### src/rtl/feature_framer_pkg.sv
// +-----------------------------------------------------------------------+
// | feature_framer_pkg : shared types and default sizes for feature_framer |
// | Revision: 1.0                                                          |
// +-----------------------------------------------------------------------+
`default_nettype none

package feature_framer_pkg;

    localparam int c_num_features  = 5;
    localparam int c_feat_w        = 8;
    localparam int c_class_w       = 1;
    localparam int c_settle_cycles = 2;
    localparam int c_settle_w      = 4;

    typedef enum logic [1:0] {
        ST_COLLECT = 2'd0,
        ST_DRAIN   = 2'd1,
        ST_SETTLE  = 2'd2,
        ST_RESULT  = 2'd3
    } state_t;

endpackage

`default_nettype wire

### src/rtl/feature_framer.sv
// +-----------------------------------------------------------------------+
// | feature_framer : byte-serial feature assembly, hold-and-sample of a    |
// | combinational tree class output, with frame-alignment recovery         |
// | Revision: 1.0                                                          |
// +-----------------------------------------------------------------------+
`default_nettype none

module feature_framer
    import feature_framer_pkg::*;
#(
    parameter int NUM_FEATURES  = c_num_features,
    parameter int FEAT_W        = c_feat_w,
    parameter int CLASS_W       = c_class_w,
    parameter int SETTLE_CYCLES = c_settle_cycles
) (
    input  logic                         clk,
    input  logic                         rst_n,
    input  logic                         s_valid,
    output logic                         s_ready,
    input  logic [FEAT_W-1:0]            s_data,
    input  logic                         s_last,
    output logic [NUM_FEATURES*FEAT_W-1:0] feat_o,
    input  logic [CLASS_W-1:0]           class_i,
    output logic                         m_valid,
    input  logic                         m_ready,
    output logic [CLASS_W-1:0]           m_class,
    output logic                         frame_err
);

    localparam int c_idx_w = (NUM_FEATURES > 1) ? $clog2(NUM_FEATURES) : 1;

    state_t                          r_state;
    state_t                          w_next_state;
    logic [c_idx_w-1:0]              r_idx;
    logic [c_settle_w-1:0]           r_cnt;
    logic [NUM_FEATURES*FEAT_W-1:0]  r_feat;
    logic [CLASS_W-1:0]              r_class;
    logic                            r_frame_err;

    logic w_accept;
    logic w_last_idx;
    logic w_collect_wr;
    logic w_settle_done;

    assign w_accept      = s_valid && s_ready;
    assign w_last_idx    = (r_idx == c_idx_w'(NUM_FEATURES - 1));
    assign w_collect_wr  = w_accept && (r_state == ST_COLLECT);
    assign w_settle_done = (r_state == ST_SETTLE) && (r_cnt <= c_settle_w'(1));

    always_ff @(posedge clk or negedge rst_n) begin
        if (!rst_n) begin
            r_state <= ST_COLLECT;
        end else begin
            r_state <= w_next_state;
        end
    end

    always_comb begin
        w_next_state = r_state;
        case (r_state)
            ST_COLLECT: begin
                if (w_accept && w_last_idx) begin
                    w_next_state = s_last ? ST_SETTLE : ST_DRAIN;
                end
            end
            ST_DRAIN: begin
                if (w_accept && s_last) begin
                    w_next_state = ST_COLLECT;
                end
            end
            ST_SETTLE: begin
                if (w_settle_done) begin
                    w_next_state = ST_RESULT;
                end
            end
            ST_RESULT: begin
                if (m_ready) begin
                    w_next_state = ST_COLLECT;
                end
            end
            default: w_next_state = ST_COLLECT;
        endcase
    end

    // s_ready is gated by rst_n so the stream sees back-pressure for the whole reset.
    always_comb begin
        s_ready = rst_n && ((r_state == ST_COLLECT) || (r_state == ST_DRAIN));
        m_valid = (r_state == ST_RESULT);
    end

    always_ff @(posedge clk or negedge rst_n) begin
        if (!rst_n) begin
            r_idx       <= '0;
            r_cnt       <= '0;
            r_feat      <= '0;
            r_class     <= '0;
            r_frame_err <= 1'b0;
        end else begin
            // Mismatch between s_last and the final slot is either a short or a long frame.
            r_frame_err <= w_collect_wr && (s_last ^ w_last_idx);

            if (w_collect_wr) begin
                for (int k = 0; k < NUM_FEATURES; k++) begin
                    if (r_idx == c_idx_w'(k)) begin
                        r_feat[k*FEAT_W +: FEAT_W] <= s_data;
                    end
                end
                if (s_last || w_last_idx) begin
                    r_idx <= '0;
                end else begin
                    r_idx <= r_idx + c_idx_w'(1);
                end
                if (s_last && w_last_idx) begin
                    r_cnt <= c_settle_w'(SETTLE_CYCLES);
                end
            end

            if (r_state == ST_SETTLE) begin
                r_cnt <= r_cnt - c_settle_w'(1);
            end

            if (w_settle_done) begin
                r_class <= class_i;
            end
        end
    end

    assign feat_o    = r_feat;
    assign m_class   = r_class;
    assign frame_err = r_frame_err;

endmodule

`default_nettype wire

### config.mk
export PLATFORM = sky130hd
export DESIGN_NAME = feature_framer
export DESIGN_NICKNAME = d
export VERILOG_FILES = /design/src/rtl/feature_framer_pkg.sv /design/src/rtl/feature_framer.sv
export SDC_FILE = /design/constraint.sdc
export NUM_CORES = 1
export LEC_CHECK = 0
export ABC_CLOCK_PERIOD_IN_PS = 3300
export CAP_MARGIN = 5
export CELL_PAD_IN_SITES_DETAIL_PLACEMENT = 2
export CELL_PAD_IN_SITES_GLOBAL_PLACEMENT = 2
export CORE_MARGIN = 2
export CORE_UTILIZATION = 44
export DETAILED_ROUTE_END_ITERATION = 16
export DONT_BUFFER_PORTS = 1
export GPL_TIMING_DRIVEN = 0
export PLACE_DENSITY = 0.84
export SYNTH_ARGS = -nofsm -noshare
export SYNTH_HDL_FRONTEND = slang
export SYNTH_SLANG_ARGS = --single-unit
### constraint.sdc
create_clock -name clk -period 3.3 [get_ports clk]
set_input_delay 0.825 -clock clk [delete_from_list [all_inputs] [get_ports clk]]
set_output_delay 0.825 -clock clk [all_outputs]
set_load 0.005 [all_outputs]
==> results.py <==
metrics = {
    "drt": {
        "drt_iter0_drc": 29,
        "drt_pass1_iterations": 3,
        "wirelength_um": 4790,
        "drc_errors": 0,
        "vias": 1260,
        "avgViaCountPerCell": 5.41,
        "wl_per_cell_um": 20.6,
        "detail-route-antenna-nets": 0,
    },
    "setup_path": {
        "regToRegEndpoint": "feat_o[36]",
        "required_ns": 3.49,
        "rrSetupSlack_ns": 1.40,
        "critPathCapture": "feat_o[36]",
        "cp.arrival_ns": 2.09,
        "cp_slowest_cell": "nor2_2",
        "rr_worst_depth": 5,
        "crit_type": "reg -> reg",
        "worst_path_dominant_cell_family": "simple AND/OR/NAND/NOR gates",
        "cp_num_buf_inv": 1,
        "slowest_delay_ns": 0.49,
        "cp.depth": 5,
        "start_kind": "register",
        "path_max_fanout": 8,
        "r2r_start": "r_idx[0]",
        "cp_cell_sequence": "inv_1 -> ha_1 -> nand2_1 -> nor2_2 -> mux2_2",
        "crit_start": "r_idx[0]",
        "critPathCaptureType": "register",
    },
    "synth": {
        "syn-mean-instance-area_um2": 13.8,
        "synth_cells": 158,
        "yosysSeqAreaShare": 0.585,
        "ys.flop_type": "dfrtp_1",
        "ys_seq_elements": 51,
        "ys_warn_count": 0,
        "syn_nets": 181,
        "synth.distinct_cells": 27,
        "synth-edff-count": 0,
        "synthArstFlopShare": 1.00,
        "synthesis.area_mm2": 0.00218,
    },
    "final_layout": {
        "drive_gt1_frac": 0.355,
        "num-nets-final": 188,
        "final_common_cell": "dfrtp_1",
        "area_growth_pct": 9.40,
        "diodes": 0,
        "final_cell_mix": "dfrtp_1 (51), mux2_2 (41), o21ai_0 (10)",
    },
    "hold_path": {
        "hold_class": "in -> async",
    },
    "sta": {
        "fmax_mhz": 527,
        "period_minus_slack_ns": 1.90,
        "setup_slack_ns": 1.40,
        "worstMarginPinSlew_ns": 0.567,
        "layout_worst_path_cycle_share": 0.575,
        "slew_violations": 0,
        "max_slew_margin": 0.622,
        "setup_viol": 0,
        "skew_ns": 0.0103,
        "rsz0062_at_grt": "no",
        "hold_viol_final": 0,
        "fin_tns_setup_ns": 0,
    },
    "clock_tree": {
        "cts_buffers": 5,
        "htreeDepth": 2,
        "cts_buffer_depth": 2,
        "clkTransAtPathRegs_ns": 0.10,
        "cts_resized": 0,
        "cts_tree": "done",
        "postCtsSetupBuffers": 0,
        "hold_buffers": 0,
        "root_buffer": "clkbuf_8",
        "clkSinkCount": 51,
        "clk_latency_ns": 0.31,
    },
    "pwr": {
        "powerDensity_mw_per_mm2": 903,
        "p_total_mw": 2.16,
        "peakVddDrop_mv": 0.385,
        "p_leak_nw": 1.10,
    },
    "die": {
        "die_w_um": 74.4,
        "initial_utilization": 0.459,
        "core_area_mm2": 0.00475,
        "ios": 58,
        "die_y_um": 74.4,
        "die-area_mm2": 0.00554,
        "row_count": 25,
    },
    "flow_run": {
        "cap_violations": 0,
    },
    "global_routing": {
        "grt_start_max_net_pins": 59,
        "grt_overflow": 0,
        "grt_pass1_wl_um": 7750,
        "antenna_found_initial": 0,
        "grt_pass1_vias": 1462,
        "grt.total_usage": 0.192,
    },
    "placed_design": {
        "io_buffers": 0,
        "pre_cts_slack_ns": 1.20,
        "place.gp.congestion": 0.728,
        "dp_hpwl_um": 3440,
    },
    "status": {
        "run_status": "complete, no violations",
    },
}
[cells in the mapped netlist, drive strengths merged, types with 2 or more instances]
| cell type | instances | area (µm²) |
|---|---|---|
| and2 | 2 | 12.5 |
| inv | 8 | 30.0 |
| nor2b | 2 | 12.5 |
| a21oi | 3 | 15.0 |
| nor2 | 5 | 21.3 |
| dfrtp | 51 | 1280 |
| mux2 | 41 | 462 |
| ha | 9 | 113 |
| a31oi | 3 | 18.8 |
| nand3 | 3 | 27.5 |
| o21ai | 10 | 50.1 |
| nand2 | 8 | 37.5 |
| buf | 3 | 21.3 |
[report_power, final]
part,switching (mW),internal [mW],total [mW]
registers,0.247,0.922,1.17
logic,0.231,0.296,0.527
clock network,0.211,0.250,0.460
[state kept, by name (all words and copies together), names as in the netlist]
register,flops
frame_err,1
m_class,1
feat_o,40
r_cnt,4
r_state,2
r_idx,3
[area by class of cell]
type	instances	area [µm²]
clock buffer	6	82.6
fill	472	2370
multi-input combinational	96	856
tap	67	83.8
clock inverter	2	38.8
sequential	51	1280
inverter	8	30.0
buffer	3	21.3
[logic make-up after synthesis]
kind of cell	count (synthesis)	synth area share
AOI/OAI and AO/OA	17	0.0418
DFF	51	0.585
muxes	41	0.211
and+or+nand+nor	29	0.0871
buffers and inverters	11	0.0235
adders and majority gates	9	0.0516
[worst min-delay path by stage]
stage,cells past startpoint,startpoint,to
6_report,0,rst_n,r_cnt[1]
5_1_grt,0,rst_n,r_cnt[1]
4_1_cts,0,rst_n,r_cnt[1]
3_5_place_dp,1,r_cnt[3],r_cnt[3]
3_3_place_gp,1,r_cnt[3],r_cnt[3]
2_1_floorplan,1,r_cnt[3],r_cnt[3]
[per-stage QoR]
step	instance area (µm²)	hold WS, ns	cells	util
after floorplan	2180	0.477	158	-
after global placement	2270	0.507	225	0.477
after detailed placement	2270	0.515	225	0.477
after CTS	2390	0.195	233	0.502
after global routing	2390	0.185	233	0.502
final	2390	0.198	233	0.502
[routing by layer]
metal / track usage / up-vias / routed length (µm)
met5: 0 / - / 0
met4: 0.0655 / 0 / 56
met3: 0.0637 / 6 / 303
met2: 0.331 / 35 / 2510
met1: 0.224 / 658 / 1920
li1: - / 561 / -
(Power assumes the default switching activity.)
